[src/rtl/rs232_rxd.sv]
`default_nettype none
// ============================================================================
// Module      : rs232_rxd
// Description : RS-232/UART receiver clocked by a 16x-oversampled bit clock.
//               Frame: idle high, 1 start bit, DATA_BITS data bits LSB first,
//               1 stop bit. Each good word is presented on DataOut with a
//               one-cycle DataValid strobe; a low stop bit gives a one-cycle
//               FramingError strobe instead.
//               Optional macro RS232_RXD_PARITY_EN inserts a parity bit
//               between data and stop and adds the ParityError output.
// Revision    : 1.0 - initial release
// ============================================================================
module rs232_rxd #(
    parameter int DATA_BITS  = 8,
    parameter int OVERSAMPLE = 16,
    parameter int PARITY_ODD = 0
) (
    input  logic                 Clock16x,
    input  logic                 Reset,
    input  logic                 Rxd,
    output logic [DATA_BITS-1:0] DataOut,
    output logic                 DataValid,
    output logic                 FramingError,
`ifdef RS232_RXD_PARITY_EN
    output logic                 ParityError,
`endif
    output logic                 Busy
);

    localparam int c_TICK_W = $clog2(OVERSAMPLE);
    localparam int c_BIT_W  = $clog2(DATA_BITS) + 1;

    // Mid-bit of the start bit, and the end of every full bit period
    localparam logic [c_TICK_W-1:0] c_TICK_MID  = c_TICK_W'(OVERSAMPLE / 2 - 1);
    localparam logic [c_TICK_W-1:0] c_TICK_LAST = c_TICK_W'(OVERSAMPLE - 1);
    localparam logic [c_BIT_W-1:0]  c_BIT_LAST  = c_BIT_W'(DATA_BITS - 1);

    // Reject configurations the counters cannot represent
    if (DATA_BITS < 5 || DATA_BITS > 8 || OVERSAMPLE < 8 ||
        (OVERSAMPLE & (OVERSAMPLE - 1)) != 0 ||
        PARITY_ODD < 0 || PARITY_ODD > 1) begin : g_bad_params
        $error("rs232_rxd: unsupported parameter combination");
    end

    typedef enum logic [2:0] {
        S_IDLE   = 3'd0,
        S_START  = 3'd1,
        S_DATA   = 3'd2,
`ifdef RS232_RXD_PARITY_EN
        S_PARITY = 3'd3,
`endif
        S_STOP   = 3'd4
    } state_t;

    state_t                r_state;
    logic                  r_rx_meta;
    logic                  r_rx_s;
    logic [c_TICK_W-1:0]   r_tick;
    logic [c_BIT_W-1:0]    r_bit_cnt;
    logic [DATA_BITS-1:0]  r_shift;
    logic [DATA_BITS-1:0]  r_data_out;
    logic                  r_data_valid;
    logic                  r_framing_err;

`ifdef RS232_RXD_PARITY_EN
    localparam logic c_PARITY_ODD = (PARITY_ODD != 0);

    logic r_par_bit;
    logic r_parity_err;
    logic w_parity_bad;

    // Even sense: data plus parity must XOR to 0; odd sense: to 1
    assign w_parity_bad = ((^r_shift) ^ r_par_bit) != c_PARITY_ODD;
    assign ParityError  = r_parity_err;
`endif

    // Two-flop synchronizer; resets high so reset release never looks like a start bit
    always_ff @(posedge Clock16x or negedge Reset) begin
        if (!Reset) begin
            r_rx_meta <= 1'b1;
            r_rx_s    <= 1'b1;
        end else begin
            r_rx_meta <= Rxd;
            r_rx_s    <= r_rx_meta;
        end
    end

    // Frame state machine with registered word and single-cycle status strobes
    always_ff @(posedge Clock16x or negedge Reset) begin
        if (!Reset) begin
            r_state       <= S_IDLE;
            r_tick        <= '0;
            r_bit_cnt     <= '0;
            r_shift       <= '0;
            r_data_out    <= '0;
            r_data_valid  <= 1'b0;
            r_framing_err <= 1'b0;
`ifdef RS232_RXD_PARITY_EN
            r_par_bit     <= 1'b0;
            r_parity_err  <= 1'b0;
`endif
        end else begin
            r_data_valid  <= 1'b0;
            r_framing_err <= 1'b0;
`ifdef RS232_RXD_PARITY_EN
            r_parity_err  <= 1'b0;
`endif
            case (r_state)
                S_IDLE: begin
                    if (!r_rx_s) begin
                        r_state <= S_START;
                        r_tick  <= '0;
                    end
                end
                S_START: begin
                    if (r_tick == c_TICK_MID) begin
                        if (!r_rx_s) begin
                            r_state   <= S_DATA;
                            r_tick    <= '0;
                            r_bit_cnt <= '0;
                        end else begin
                            // Start bit did not survive to its centre: a glitch
                            r_state <= S_IDLE;
                        end
                    end else begin
                        r_tick <= r_tick + 1'b1;
                    end
                end
                S_DATA: begin
                    // Tick wraps to 0 on its own, realigning on the next bit centre
                    r_tick <= r_tick + 1'b1;
                    if (r_tick == c_TICK_LAST) begin
                        r_shift   <= {r_rx_s, r_shift[DATA_BITS-1:1]};
                        r_bit_cnt <= r_bit_cnt + 1'b1;
                        if (r_bit_cnt == c_BIT_LAST) begin
`ifdef RS232_RXD_PARITY_EN
                            r_state <= S_PARITY;
`else
                            r_state <= S_STOP;
`endif
                        end
                    end
                end
`ifdef RS232_RXD_PARITY_EN
                S_PARITY: begin
                    r_tick <= r_tick + 1'b1;
                    if (r_tick == c_TICK_LAST) begin
                        r_par_bit <= r_rx_s;
                        r_state   <= S_STOP;
                    end
                end
`endif
                S_STOP: begin
                    r_tick <= r_tick + 1'b1;
                    if (r_tick == c_TICK_LAST) begin
                        // Leave at mid stop bit so a start bit right behind it is caught
                        r_state <= S_IDLE;
                        if (r_rx_s) begin
                            r_data_out   <= r_shift;
                            r_data_valid <= 1'b1;
                        end else begin
                            r_framing_err <= 1'b1;
                        end
`ifdef RS232_RXD_PARITY_EN
                        r_parity_err <= w_parity_bad;
`endif
                    end
                end
                default: begin
                    r_state <= S_IDLE;
                    r_tick  <= '0;
                end
            endcase
        end
    end

    assign DataOut      = r_data_out;
    assign DataValid    = r_data_valid;
    assign FramingError = r_framing_err;
    assign Busy         = (r_state != S_IDLE);

endmodule
`default_nettype wire

[config.mk]
export PLATFORM = sky130hd
export DESIGN_NAME = rs232_rxd
export DESIGN_NICKNAME = d
export VERILOG_FILES = /design/src/rtl/rs232_rxd.sv
export SDC_FILE = /design/constraint.sdc
export NUM_CORES = 1
export LEC_CHECK = 0
export ABC_AREA = 1
export CORE_ASPECT_RATIO = 1.4
export CORE_MARGIN = 1.5
export CORE_UTILIZATION = 55
export CTS_CLUSTER_SIZE = 30
export DETAILED_ROUTE_END_ITERATION = 8
export PLACE_DENSITY = 0.77
export RECOVER_POWER = 100
export SLEW_MARGIN = 15
export SYNTH_ARGS = -nofsm -noshare
export SYNTH_HDL_FRONTEND = slang
export SYNTH_SLANG_ARGS = --single-unit
[constraint.sdc]
create_clock -name Clock16x -period 1.7 [get_ports Clock16x]
set_input_delay 0.34 -clock Clock16x [delete_from_list [all_inputs] [get_ports Clock16x]]
set_output_delay 0.34 -clock Clock16x [all_outputs]
set_load 0.05 [all_outputs]
==> impl_metrics.env <==
export IMPL_synth_edf_count=0
export IMPL_place_ws_ns=0.190
export IMPL_required_ns=1.36
export IMPL_clk_latency_ns=0.33
export IMPL_syn_avg_cell_area_um2=9.27
export IMPL_die_w_um=46.6
export IMPL_cts_buffers=5
export IMPL_die_area_mm2=0.00299
export IMPL_grt_pass1_vias=1044
export IMPL_drive_gt1_share_pct=18.1
export IMPL_crit_type="reg -> out"
export IMPL_synth_top_cells_by_count="41 x nand2_1, 29 x dfrtp_1, 18 x inv_1"
export IMPL_clock_path_buffers=2
export IMPL_powerDensity_mw_per_mm2=1200
export IMPL_portBuffers=13
export IMPL_timing_reg2reg_setup_slack_ns=0.16
export IMPL_core_area_mm2=0.00259
export IMPL_r2r_start="r_tick[0]"
export IMPL_synth_nets=163
export IMPL_first_pass_iters=4
export IMPL_ff2ff_path_depth=7
export IMPL_finalHoldViolations=0
export IMPL_cp_max_fo=5
export IMPL_htree_levels=2
export IMPL_grt_pass1_wl_um=4540
export IMPL_cap_violations=0
export IMPL_ys_ff_latch=31
export IMPL_setup_tns_final_ns=0
export IMPL_ctsRootBufferMaster="clkbuf_4"
export IMPL_peakVddDrop_v=0.000891
export IMPL_wl_um=2650
export IMPL_drc=0
export IMPL_detail_route_antenna_nets=0
export IMPL_ys_seq_area_share_pct=53.1
export IMPL_rsz0062_at_grt="no"
export IMPL_dieHeight_um=64.1
export IMPL_worstPathArrival_ns=1.27
export IMPL_cts_sinks=31
export IMPL_p_leak_nw=0.814
export IMPL_hold_path_class="reg -> reg"
export IMPL_clk_pin_slew_ns=0.10
export IMPL_min_delay_start="r_rx_meta"
export IMPL_cts_tree="built"
export IMPL_postCtsHoldBufs=0
export IMPL_post_cts_buffers=0
export IMPL_finalPower_w=0.00193
export IMPL_dp_hpwl_um=1840
export IMPL_period_minus_slack_ns=1.61
export IMPL_synth_area_leaders="dfrtp_1 50%, nand2_1 11%, o21ai_2 4.8%"
export IMPL_max_freq_ghz=0.621
export IMPL_num_rows=22
export IMPL_via_count=1095
export IMPL_fin_nets=181
export IMPL_finish_utilization_pct=62.3
export IMPL_start_util_pct=56.6
export IMPL_overflow=0
export IMPL_netlist_cell_type_count=29
export IMPL_slew_violations=0
export IMPL_netlist_area_mm2=0.00147
export IMPL_end_kind="output port"
export IMPL_finalWorstSetupSlack_ns=0.0888
export IMPL_finalSetupViolCount=0
export IMPL_postSynthCellCount=158
export IMPL_ios=14
export IMPL_startpoint_type="flip-flop"
export IMPL_gp_congestion=0.861
export IMPL_period_share_pct=94.8
export IMPL_synth_top_area_share_pct=49.5
export IMPL_fin_skew_ns=0.0154
export IMPL_synthFlopType="dfrtp_1"
export IMPL_synth_async_reset_ratio_pct=100
export IMPL_tightest_slew_ns=0.746
export IMPL_min_to="r_rx_s"
export IMPL_drt_iter0_drc=31
export IMPL_cts_resized=0
export IMPL_via_per_inst=5.14
export IMPL_grt_max_degree=32
export IMPL_hold_depth=0
export IMPL_yosys_area_top_type="dfrtp_1"
export IMPL_routedWlPerCell_um=12.4
export IMPL_ys_warnings_count=0
export IMPL_slew_headroom_pct=50.2
export IMPL_diodes=0
export IMPL_layout_area_overhead_vs_synth_pct=9.99
export IMPL_r2r_end="r_state[0]"
export IMPL_antenna_found_initial=0
export IMPL_track_usage_pct=21.7
export IMPL_status="complete, no violations"
export IMPL_yosysMostFrequentCell="nand2_1"
## power by group
part           switching, W  internal, W
Sequential         0.000131     0.000876
Combinational      0.000269     0.000166
Clock              0.000245     0.000243
Total              0.000646      0.00128
## layout by cell type (no fill, tap or decap), types with 2 or more instances in the layout
cell,synthesis,layout
clkbuf_8,0,2
o21ai_2,8,3
dfstp_2,2,2
nor2_4,2,3
dfrtp_1,29,29
nand4_1,2,2
o21ai_0,9,14
xor2_1,2,2
clkbuf_1,0,5
ha_1,2,2
nand2_1,41,43
clkbuf_2,0,7
nor3_1,2,2
nor2_2,4,2
clkbuf_4,0,5
nand3_1,13,13
nor2_1,8,9
inv_1,18,18
dlygate4sd3_1,0,2
## sequential cells by signal, summed over array words and instances (netlist names)
| name | count |
|---|---|
| DataOut | 8 |
| r_bit_cnt | 4 |
| DataValid | 1 |
| r_tick | 4 |
| r_state | 3 |
| r_shift | 8 |
| r_rx_s | 1 |
| r_rx_meta | 1 |
| FramingError | 1 |
## cells by family after synthesis
kind of cell               share of synthesized area, %
AOI/OAI and AO/OA                                  9.14
xor gates and xnor gates                           1.20
adders and majority gates                          1.71
buffers and inverters                              6.83
DFF                                                53.1
and+or+nand+nor                                    28.0
## layer usage
| metal | part of all wire, % | vias to the layer above | global-route usage (%) |
|---|---|---|---|
| met5 | 0 | - | 0 |
| met4 | 1.8 | 0 | 7.64 |
| met2 | 50 | 25 | 33.9 |
| met3 | 4.7 | 6 | 7.91 |
| li1 | - | 542 | - |
| met1 | 44 | 522 | 27.1 |
## through the flow
step                      instance area [µm²]  std cells  hold WS [ns]
after floorplan                          1470        158        0.0444
after global routing                     1610        213         0.367
after global placement                   1600        205         0.347
after detailed placement                 1600        205         0.349
after CTS                                1670        213         0.361
final                                    1610        213         0.360
## worst max path at each step
| stage | from | endpoint | slack (ns) | cells past startpoint |
|---|---|---|---|---|
| final | r_state[1] | Busy | 0.09 | 3 |
| after detailed placement | r_tick[0] | DataOut[3] | 0.19 | 6 |
| after global routing | r_state[1] | Busy | 0.03 | 3 |
| after floorplan | r_state[0] | r_tick[2] | 0.33 | 5 |
| after CTS | r_state[1] | Busy | 0.004 | 3 |
| after global placement | r_tick[0] | DataOut[4] | 0.28 | 6 |
## layout make-up
class	count	area [µm²]
Multi-Input combinational cell	104	566
Tap cell	36	45.0
Inverter	20	76.3
Sequential cell	31	778
Fill cell	249	976
Clock buffer	8	68.8
Timing Repair Buffer	14	77.6
## critical path, stage by stage (launching register included)
cell and delay, ns:
dfrtp_1 0.46, nor2_4 0.19, nand2_1 0.10, buf_4 0.20
Note: power is estimated with default switching activity, not from simulation.
